### config.mk
export PLATFORM = sky130hd
export DESIGN_NAME = lbp_core
export DESIGN_NICKNAME = d
export VERILOG_FILES = /design/src/rtl/lbp_core.sv
export SDC_FILE = /design/constraint.sdc
export NUM_CORES = 1
export LEC_CHECK = 0
export ABC_AREA = 1
export BUFFER_PORTS_ARGS = -buffer_cell sky130_fd_sc_hd__buf_4
export CAP_MARGIN = 10
export CORE_ASPECT_RATIO = 1.25
export CORE_MARGIN = 5
export CORE_UTILIZATION = 55
export CTS_CLUSTER_DIAMETER = 40
export CTS_CLUSTER_SIZE = 40
export DETAILED_ROUTE_END_ITERATION = 10
export PLACE_DENSITY = 0.8
export RECOVER_POWER = 25
export SLEW_MARGIN = 20
export SYNTH_ARGS = -nofsm -noshare
export SYNTH_HDL_FRONTEND = slang
export SYNTH_SLANG_ARGS = --single-unit
### constraint.sdc
create_clock -name clk -period 4.2 [get_ports clk]
set_input_delay 0.84 -clock clk [delete_from_list [all_inputs] [get_ports clk]]
set_output_delay 0.84 -clock clk [all_outputs]
set_load 0.005 [all_outputs]
### src/rtl/lbp_core.sv
// lbp_core: 3x3 Local Binary Pattern compute stage.
//
// Scans a gray image held in a synchronous memory, keeps a 3x3 window of
// pixels and presents one write per pixel to the downstream write stage.
// The memory returns read data one cycle after the request.
//
// Optional build macro: LBP_BORDER_WRITE_EN
//   undefined : only interior pixels are written.
//   defined   : border pixels also get one 0x00 write each (no reads), so
//               the whole frame is written in raster order.
//
// Ports:
//   clk           clock, rising edge
//   rst           synchronous active-high reset
//   gray_ready_i  image memory loaded, sampled in IDLE only
//   gray_data_i   read data, one cycle after gray_req_o
//   gray_req_o    read request
//   gray_addr_o   read address, y*IMG_W+x
//   wreq_o        one-cycle write strobe
//   wdata_o       LBP value
//   waddr_o       pixel address
//   done_o        frame complete, held until rst
//
// state  | meaning
// IDLE   | wait for gray_ready_i
// FILL   | load all 9 window pixels for the first pixel of a row
// SLIDE  | window shifted left, waiting for the new right column
// CALC   | write strobe for the current pixel
// BORDER | 0x00 write for one border pixel (border build only)
// DONE   | frame complete, held until rst
module lbp_core #(
    parameter int IMG_W = 128,
    parameter int IMG_H = 128,
    parameter int AW    = 14
) (
    input  logic          clk,
    input  logic          rst,
    input  logic          gray_ready_i,
    input  logic [7:0]    gray_data_i,
    output logic          gray_req_o,
    output logic [AW-1:0] gray_addr_o,
    output logic          wreq_o,
    output logic [7:0]    wdata_o,
    output logic [AW-1:0] waddr_o,
    output logic          done_o
);
    localparam int XW = $clog2(IMG_W);
    localparam int YW = AW - XW;
    localparam logic [XW-1:0] X_LAST_IN = XW'(IMG_W - 2);
    localparam logic [YW-1:0] Y_LAST_IN = YW'(IMG_H - 2);
`ifdef LBP_BORDER_WRITE_EN
    localparam logic [XW-1:0] X_MAX = XW'(IMG_W - 1);
    localparam logic [YW-1:0] Y_MAX = YW'(IMG_H - 1);
`endif

    typedef enum logic [2:0] {IDLE, FILL, SLIDE, CALC, BORDER, DONE} state_t;

    state_t        state, state_n;
    logic [XW-1:0] x, x_n;
    logic [YW-1:0] y, y_n;

    // read sequencer: rcol/rrow name the window slot of the request on the bus,
    // ccol/crow the slot whose data is arriving this cycle
    logic [1:0]    rcol, rrow, col_n, row_n;
    logic [1:0]    ccol, crow;
    logic          cap_vld;
    logic          last_cap;
    logic          req_n;
    logic [AW-1:0] addr_n;

    logic [7:0]    win   [3][3];   // [column L/C/R][row T/M/B]
    logic [7:0]    win_n [3][3];
    logic [7:0]    centre, lbp;
    logic          wreq_n, done_n;
    logic [7:0]    wdata_n;
    logic [AW-1:0] waddr_n;

    assign last_cap = cap_vld && (ccol == 2'd2) && (crow == 2'd2);

    always_ff @(posedge clk) begin
        if (rst) begin
            state <= IDLE;
            x     <= '0;
            y     <= '0;
        end else begin
            state <= state_n;
            x     <= x_n;
            y     <= y_n;
        end
    end

    always_comb begin
        state_n = state;
        x_n     = x;
        y_n     = y;
        case (state)
            IDLE: begin
                if (gray_ready_i) begin
`ifdef LBP_BORDER_WRITE_EN
                    state_n = BORDER;
                    x_n     = '0;
                    y_n     = '0;
`else
                    state_n = FILL;
                    x_n     = XW'(1);
                    y_n     = YW'(1);
`endif
                end
            end
            FILL, SLIDE: begin
                if (last_cap) state_n = CALC;
            end
            CALC: begin
                if (x < X_LAST_IN) begin
                    state_n = SLIDE;
                    x_n     = x + XW'(1);
`ifdef LBP_BORDER_WRITE_EN
                end else begin
                    state_n = BORDER;
                    x_n     = X_MAX;
                end
`else
                end else if (y < Y_LAST_IN) begin
                    state_n = FILL;
                    x_n     = XW'(1);
                    y_n     = y + YW'(1);
                end else begin
                    state_n = DONE;
                end
`endif
            end
`ifdef LBP_BORDER_WRITE_EN
            BORDER: begin
                if (x == X_MAX) begin
                    if (y == Y_MAX) begin
                        state_n = DONE;
                    end else begin
                        x_n = '0;
                        y_n = y + YW'(1);
                    end
                end else if ((y == '0) || (y == Y_MAX)) begin
                    x_n = x + XW'(1);
                end else begin
                    state_n = FILL;
                    x_n     = XW'(1);
                end
            end
`endif
            DONE:    state_n = DONE;
            default: state_n = IDLE;
        endcase
    end

    always_comb begin
        // window update: capture the arriving datum, shift when leaving CALC for SLIDE
        win_n = win;
        if (cap_vld) win_n[ccol][crow] = gray_data_i;
        if ((state == CALC) && (state_n == SLIDE)) begin
            win_n[0] = win_n[1];
            win_n[1] = win_n[2];
        end

        centre = win_n[1][1];
        lbp = {win_n[2][2] >= centre, win_n[1][2] >= centre, win_n[0][2] >= centre,
               win_n[2][1] >= centre, win_n[0][1] >= centre,
               win_n[2][0] >= centre, win_n[1][0] >= centre, win_n[0][0] >= centre};

        // The new right column is requested already during the CALC cycle so
        // that a pixel in the middle of a row costs 4 cycles.
        req_n  = gray_req_o;
        col_n  = rcol;
        row_n  = rrow;
        addr_n = gray_addr_o;
        if ((state_n == FILL) && (state != FILL)) begin
            req_n  = 1'b1;
            col_n  = 2'd0;
            row_n  = 2'd0;
            addr_n = {y_n - YW'(1), {XW{1'b0}}};
        end else if ((state_n == CALC) && (state != CALC) && (x < X_LAST_IN)) begin
            req_n  = 1'b1;
            col_n  = 2'd2;
            row_n  = 2'd0;
            addr_n = {y - YW'(1), x + XW'(2)};
        end else if (gray_req_o && !((rcol == 2'd2) && (rrow == 2'd2))) begin
            if (rrow == 2'd2) begin
                row_n  = 2'd0;
                col_n  = rcol + 2'd1;
                addr_n = gray_addr_o - AW'(2 * IMG_W) + AW'(1);
            end else begin
                row_n  = rrow + 2'd1;
                addr_n = gray_addr_o + AW'(IMG_W);
            end
        end else begin
            req_n = 1'b0;
        end

        wreq_n  = (state_n == CALC) || (state_n == BORDER);
        waddr_n = wreq_n ? {y_n, x_n} : waddr_o;
        wdata_n = wdata_o;
        if (state_n == CALC)   wdata_n = lbp;
        if (state_n == BORDER) wdata_n = 8'h00;
        done_n  = (state_n == DONE);
    end

    always_ff @(posedge clk) begin
        if (rst) begin
            gray_req_o  <= 1'b0;
            gray_addr_o <= '0;
            rcol        <= '0;
            rrow        <= '0;
            cap_vld     <= 1'b0;
            ccol        <= '0;
            crow        <= '0;
            wreq_o      <= 1'b0;
            wdata_o     <= '0;
            waddr_o     <= '0;
            done_o      <= 1'b0;
            for (int c = 0; c < 3; c++)
                for (int r = 0; r < 3; r++)
                    win[c][r] <= '0;
        end else begin
            gray_req_o  <= req_n;
            gray_addr_o <= addr_n;
            rcol        <= col_n;
            rrow        <= row_n;
            cap_vld     <= gray_req_o;
            ccol        <= rcol;
            crow        <= rrow;
            wreq_o      <= wreq_n;
            wdata_o     <= wdata_n;
            waddr_o     <= waddr_n;
            done_o      <= done_n;
            win         <= win_n;
        end
    end
endmodule
# --- Word-level counts from Yosys, hierarchy flattened ---
# Index checks and enable logic that the tools add are counted.
totals:
  input_bits: 11
  ff_bits: 137
  word_cells: 120
classes:
  bitwise_logic: 2
  addsub: 10
  reduce_logical: 22
  mux: 31
  n_eq_ne: 16
  magnitude_cmp: 14
ops:
  columns: ["cell", "count"]
  rows:
  - ["72-bit bitwise mux", 1]
  - ["72-bit two-way mux", 1]
  - ["8-bit >= comparator", 8]
  - ["14-bit two-way mux", 4]
  - ["24-bit demux with 2-bit select", 1]
  - ["48-bit two-way mux", 1]
  - ["7-bit two-way mux", 6]
  - ["7-bit case mux with 2 select lines", 2]
  - ["24-bit two-way mux", 1]
  - ["8-bit demux with 2-bit select", 1]
  - ["14-bit by 1-bit adder with 14-bit output (second input constant)", 1]
  - ["14-bit by 8-bit adder with 14-bit output (second input constant)", 1]
  - ["7-bit by 1-bit adder with 7-bit output (second input constant)", 2]
  - ["7-bit < comparator (second input constant)", 2]
  - ["14-bit by 9-bit subtractor with 14-bit output (second input constant)", 1]
  - ["7-bit by 1-bit subtractor with 7-bit output (second input constant)", 2]
  - ["3-bit by 2-bit == test with 1-bit output (second input constant)", 4]
  - ["3-bit two-way mux", 4]
  - ["3-bit case mux with 4 select lines", 1]
  - ["1-bit logical AND", 10]
  - ["3-bit == test (second input constant)", 3]
  - ["2-bit == test (second input constant)", 4]
  - ["2-bit two-way mux", 4]
  - ["8-bit two-way mux", 1]
  - ["other kinds (18)", 29]

# --- Depth between registers and ports, before layout ---
depth:
  depth_word: 11
  depth_mapped: 21
  ltp_nobuf: 18

# --- Least setup slack after synthesis ---
# Ideal clock, no wire load.
synth_timing:
  path_type: "register to register"
  startpoint: "register x[2]"
  endpoint: "register wdata_o[3]"
  period_less_slack_ps: 2966
  slack_ps: 1234
  setup_time_ps: 130
  arrival_ps: 2836
  path_stages_with_launch: 15
  path_cell_list: "dfxtp_1 ha_1 nand2_1 nor2_2 nand2_4 nand2_2 buf_4 buf_6 buf_2 o21ai_0 ha_1 nand2_1 nor2_1 a2111oi_0 a21oi_1"
synth_between:
  elab_chain_cells: 7
synth_lines:
  columns: ["item", "line_no", "rtl"]
  rows:
  - ["from (decl)", "59", "logic [XW-1:0] x, x_n;"]
  - ["from (signal assigned)", "87", "x <= x_n;"]
  - ["7-bit < comparator (*)", "114", "if (x < X_LAST_IN) begin"]
  - ["3-bit two-way mux (*)", "114", null]
  - ["3-bit case mux with 4 select lines (*)", "96", "case (state)"]
  - ["3-bit by 2-bit == test with 1-bit output", "158", "if ((state == CALC) && (state_n == SLIDE)) begin"]
  - ["1-bit logical AND", "158", null]
  - ["48-bit two-way mux", "158", null]
  - ["8-bit >= comparator", "165", "win_n[2][1] >= centre, win_n[0][1] >= centre,"]
  - ["to (signal assigned)", "230", "wdata_o <= wdata_n;"]
  - ["to (decl)", "43", "output logic [7:0] wdata_o,"]
# Every way passes the cells marked *; elsewhere a longest branch is shown, timed or not.
# A chain may end at the register's enable or synchronous reset.

==> flow_summary.html <==
<table>
<tr><th>Metric</th><th>Value</th></tr>
<tr><th colspan="2">Global route</th></tr>
<tr><td>Global route total overflow</td><td>0</td></tr>
<tr><td>Pin count of the biggest net entering global routing</td><td>102</td></tr>
<tr><td>Via count of the first global-routing pass</td><td>7,605</td></tr>
<tr><td>Total GRT Usage</td><td>0.2615</td></tr>
<tr><td>Antenna violations before repair</td><td>0</td></tr>
<tr><td>First-pass GRT wire length</td><td>36,660 um</td></tr>
<tr><th colspan="2">Clock network</th></tr>
<tr><td>Insertion delay of the later-clocked pin in the worst-skew pair</td><td>440 ps</td></tr>
<tr><td>Clock buffers created by TritonCTS</td><td>17</td></tr>
<tr><td>Sink Count</td><td>137</td></tr>
<tr><td>CTS tree</td><td>yes</td></tr>
<tr><td>Setup repair bufs after CTS</td><td>0</td></tr>
<tr><td>Hold bufs inserted after CTS</td><td>0</td></tr>
<tr><td>Root cell of the clock tree</td><td>clkbuf_16</td></tr>
<tr><td>Post-CTS clock slew at the launch and capture registers of the worst setup and hold paths</td><td>60 ps</td></tr>
<tr><td>Total of cells resized after clock tree synthesis</td><td>0</td></tr>
<tr><td>Maximum buffer depth of the clock tree</td><td>2</td></tr>
<tr><td>Level count of the clock H-tree</td><td>4</td></tr>
<tr><th colspan="2">Setup path</th></tr>
<tr><td>Capturing element type of the critical path</td><td>flop</td></tr>
<tr><td>Reg-to-reg setup timing slack</td><td>480 ps</td></tr>
<tr><td>CP Launch Type</td><td>flop</td></tr>
<tr><td>Required arrival time at the worst endpoint</td><td>4500 ps</td></tr>
<tr><td>Largest driver fanout on the critical path</td><td>25</td></tr>
<tr><td>FF-to-FF End</td><td>wdata_o[3]</td></tr>
<tr><td>Startpoint of the most critical register-to-register path</td><td>state[0]</td></tr>
<tr><td>Critical path arrival</td><td>4020 ps</td></tr>
<tr><td>Kind of critical path</td><td>flop to flop</td></tr>
<tr><td>Count of cells along the worst register-to-register path</td><td>12</td></tr>
<tr><th colspan="2">Min path</th></tr>
<tr><td>Path type of the worst min-delay path</td><td>flop to flop</td></tr>
<tr><td>Endpoint with the worst hold slack</td><td>ccol[1]</td></tr>
<tr><td>Number of stages on the worst hold path</td><td>2</td></tr>
<tr><td>Worst Min Path Start</td><td>rcol[1]</td></tr>
<tr><th colspan="2">Power and ir drop</th></tr>
<tr><td>Power density over the cells</td><td>335.0 nW/um2</td></tr>
<tr><td>Static leakage power</td><td>4.374 nW</td></tr>
<tr><td>Max rail drop VDD</td><td>0.2249 mV</td></tr>
<tr><td>Pwr Total</td><td>3.071 mW</td></tr>
<tr><th colspan="2">Floorplanning</th></tr>
<tr><td>Row Count</td><td>49</td></tr>
<tr><td>Horizontal die dimension</td><td>118.7 um</td></tr>
<tr><td>Die Footprint</td><td>17,310 um2</td></tr>
<tr><td>Starting Density</td><td>0.5613</td></tr>
<tr><td>Count of pins on the block boundary</td><td>50</td></tr>
<tr><td>Die extent in y</td><td>145.9 um</td></tr>
<tr><td>Core area</td><td>14,470 um2</td></tr>
<tr><th colspan="2">Layout</th></tr>
<tr><td>Filler cell count</td><td>1,331</td></tr>
<tr><td>Post-Layout Inst Area</td><td>9166 um2</td></tr>
<tr><td>Share of cells above drive strength 1</td><td>0.1098</td></tr>
<tr><td>Layout area overhead</td><td>12.86%</td></tr>
<tr><td>Count of inserted antenna diode cells</td><td>0</td></tr>
<tr><td>Final-stage net count</td><td>1,313</td></tr>
<tr><th colspan="2">Logic synthesis</th></tr>
<tr><td>Sequential cell area fraction in the yosys report</td><td>0.3377</td></tr>
<tr><td>Syn nets</td><td>1,273</td></tr>
<tr><td>Number of instances in the synthesized netlist</td><td>1,205</td></tr>
<tr><td>Netlist cell types</td><td>46</td></tr>
<tr><td>Syn_area_per_cell</td><td>6.740 um2</td></tr>
<tr><td>Total of flip-flops plus latches after synthesis</td><td>137</td></tr>
<tr><td>Number of enable flip-flop cells after synthesis</td><td>0</td></tr>
<tr><td>Area of the mapped netlist</td><td>8122 um2</td></tr>
<tr><td>Share of synthesized registers carrying an async set or reset</td><td>0</td></tr>
<tr><td>Count of yosys warnings during synthesis</td><td>0</td></tr>
<tr><td>Primary flip-flop cell chosen by synthesis mapping</td><td>dfxtp_1</td></tr>
<tr><th colspan="2">STA</th></tr>
<tr><td>Setup violation total in the final timing report</td><td>0</td></tr>
<tr><td>Final Hold Fails</td><td>0</td></tr>
<tr><td>Worst slew margin</td><td>-0.4460</td></tr>
<tr><td>Post-Route Skew</td><td>7.787 ps</td></tr>
<tr><td>Final Critical Period</td><td>3725 ps</td></tr>
<tr><td>Min Hold Slack</td><td>454.0 ps</td></tr>
<tr><td>RSZ-0062 raised after global routing</td><td>false</td></tr>
<tr><td>Highest clock frequency the design can meet</td><td>268.5 MHz</td></tr>
<tr><td>Fin. max-slew vios</td><td>102</td></tr>
<tr><td>Total Negative Setup Slacks</td><td>0 ps</td></tr>
<tr><td>Crit share post-route</td><td>0.8869</td></tr>
<tr><td>Slew at the pin closest to its max-slew limit</td><td>2169 ps</td></tr>
<tr><th colspan="2">Outcome</th></tr>
<tr><td>Violations in the final reports</td><td>max-capacitance violations, max-slew violations</td></tr>
<tr><td>Run status</td><td>complete, but fails checks</td></tr>
<tr><th colspan="2">Detailed routing</th></tr>
<tr><td>Via density</td><td>5.600</td></tr>
<tr><td>Iter 0 DRT Violations</td><td>680</td></tr>
<tr><td>Average routed wire per standard cell</td><td>15.93 um</td></tr>
<tr><td>Overall via count from detail_route</td><td>8,036</td></tr>
<tr><td>Drt first pass iters</td><td>7</td></tr>
<tr><td>Final WL</td><td>22,860 um</td></tr>
<tr><td>Remaining antenna violation count</td><td>0</td></tr>
<tr><td>DRC violation count after routing</td><td>0</td></tr>
<tr><th colspan="2">Run</th></tr>
<tr><td>Max Cap Viol</td><td>1</td></tr>
<tr><th colspan="2">Place</th></tr>
<tr><td>Area post-placement</td><td>8597 um2</td></tr>
<tr><td>GPL Wtd Cong</td><td>0.9723</td></tr>
<tr><td>Post-detailed-placement half-perimeter wirelength</td><td>16,390 um</td></tr>
<tr><td>Number of I/O port buffers</td><td>49</td></tr>
</table>
==> layout make-up <==
| cell class | count | area, um2 | share of cell area |
|---|---|---|---|
| multi-input combinational | 897 | 4673 | 0.5098 |
| sequential | 137 | 2743 | 0.2992 |
| timing repair buffer | 59 | 425.4 | 0.04641 |
| inverter | 133 | 499.2 | 0.05446 |
| tap | 178 | 222.7 | 0.02430 |
| clock inverter | 11 | 146.4 | 0.01597 |
| clock buffer | 20 | 456.7 | 0.04982 |
==> layer usage <==
metal | GRT usage | vias up | wire length [um]
met5 | 0 | - | 0
met4 | 0.1386 | 0 | 1181
met3 | 0.06026 | 80 | 1293
met2 | 0.4498 | 310 | 11150
met1 | 0.3001 | 3629 | 9236
li1 | - | 4017 | -
==> cells by family (layout without fill, tap and decap cells) <==
| logic type | after synthesis | after routing | share of synthesized area |
|---|---|---|---|
| AO/OA/AOI/OAI | 248 | 248 | 0.1692 |
| XOR/XNOR | 18 | 18 | 0.01941 |
| adder cells (fa/ha/maj) | 57 | 57 | 0.08781 |
| buffers and inverters | 171 | 223 | 0.08489 |
| flip-flops | 137 | 137 | 0.3377 |
| AND/OR/NAND/NOR | 574 | 574 | 0.3010 |
==> cell usage after synthesis (11+ instances only) <==
cell      instances  area [um2]
nand2_1         321        1205
dfxtp_1         137        2743
nor2_1          130       488.0
inv_1           122       457.9
o21ai_0          96       480.5
a21oi_1          84       420.4
nand3_1          59       295.3
ha_1             57       713.2
o21ai_1          22       110.1
clkbuf_1         20       75.07
xor2_1           15       131.4
or2_2            12       75.07
a31oi_1          11       68.82
buf_2            11       55.05
==> power by group <==
group / leakage [nW] / total [mW] / internal, mW / switching [mW]
sequential: 1.11 / 1.34 / 1.32 / 0.0195
combinational: 2.98 / 0.191 / 0.0653 / 0.126
clock: 0.292 / 1.54 / 0.960 / 0.584
==> flip-flops by register name (all words and copies together), names as in the netlist, named ones only <==
signal / flops
cap_vld: 1
ccol: 2
crow: 2
done_o: 1
gray_addr_o: 8
gray_req_o: 1
rcol: 2
rrow: 2
state: 3
waddr_o: 14
wdata_o: 8
win: 72
wreq_o: 1
x: 7
y: 7
==> metrics by stage <==
step,worst slack [ps],util,std cells
final,475.1,0.6335,1435
after global routing,217.0,0.6335,1435
after CTS,549.5,0.6359,1435
after detailed placement,584.1,0.5942,1404
after global placement,606.4,0.5942,1404
after floorplan,1234,-,1205
==> worst max-delay path, cell delays in order, from the launching register on <==
cell and delay, ps:
dfxtp_1 370, nand2_1 100, nor2_2 460, inv_2 230, nor2_4 470, buf_4 400
nand3_1 200, nand2_1 120, ha_1 240, a21oi_1 150, nor2_1 50, a2111oi_0 640
a21oi_1 140
==> layout by cell type, fill, tap and decap left out, types with 2 or more instances in the layout <==
cell type / Yosys / layout
inv_2: 10 / 10
clkbuf_16: 0 / 17
nand4_1: 7 / 7
bufinv_16: 0 / 3
nand3b_1: 3 / 3
a2111oi_0: 6 / 6
nor2_2: 6 / 6
clkbuf_4: 0 / 17
nand2_2: 10 / 10
nor3_1: 10 / 10
buf_4: 3 / 37
clkbuf_8: 0 / 2
o21ai_2: 3 / 3
and2_1: 2 / 2
xnor2_1: 3 / 3
nor2_4: 3 / 3
clkinv_4: 0 / 2
clkbuf_1: 20 / 5
nor2_1: 130 / 131
a31oi_1: 11 / 11
nand3_1: 59 / 59
ha_1: 57 / 57
o21ai_0: 96 / 94
or2_2: 12 / 12
nand2_4: 4 / 4
inv_1: 122 / 122
clkinvlp_4: 0 / 2
nand2_1: 321 / 321
a21boi_0: 2 / 2
a21oi_1: 84 / 84
clkinv_2: 0 / 3
a211oi_1: 8 / 8
xor2_1: 15 / 15
o21ai_1: 22 / 24
or2_1: 2 / 2
o211ai_1: 9 / 9
dfxtp_1: 137 / 137
==> worst max path at each step <==
stage	startpoint	end	slack, ps
floorplan	x[2]	wdata_o[3]	1230
global placement	state[0]	wdata_o[3]	610
detailed placement	state[0]	wdata_o[3]	580
CTS	x[2]	wdata_o[3]	550
global route	x[2]	wdata_o[6]	220
finish	state[0]	wdata_o[3]	480
(Power assumes the default switching activity.)
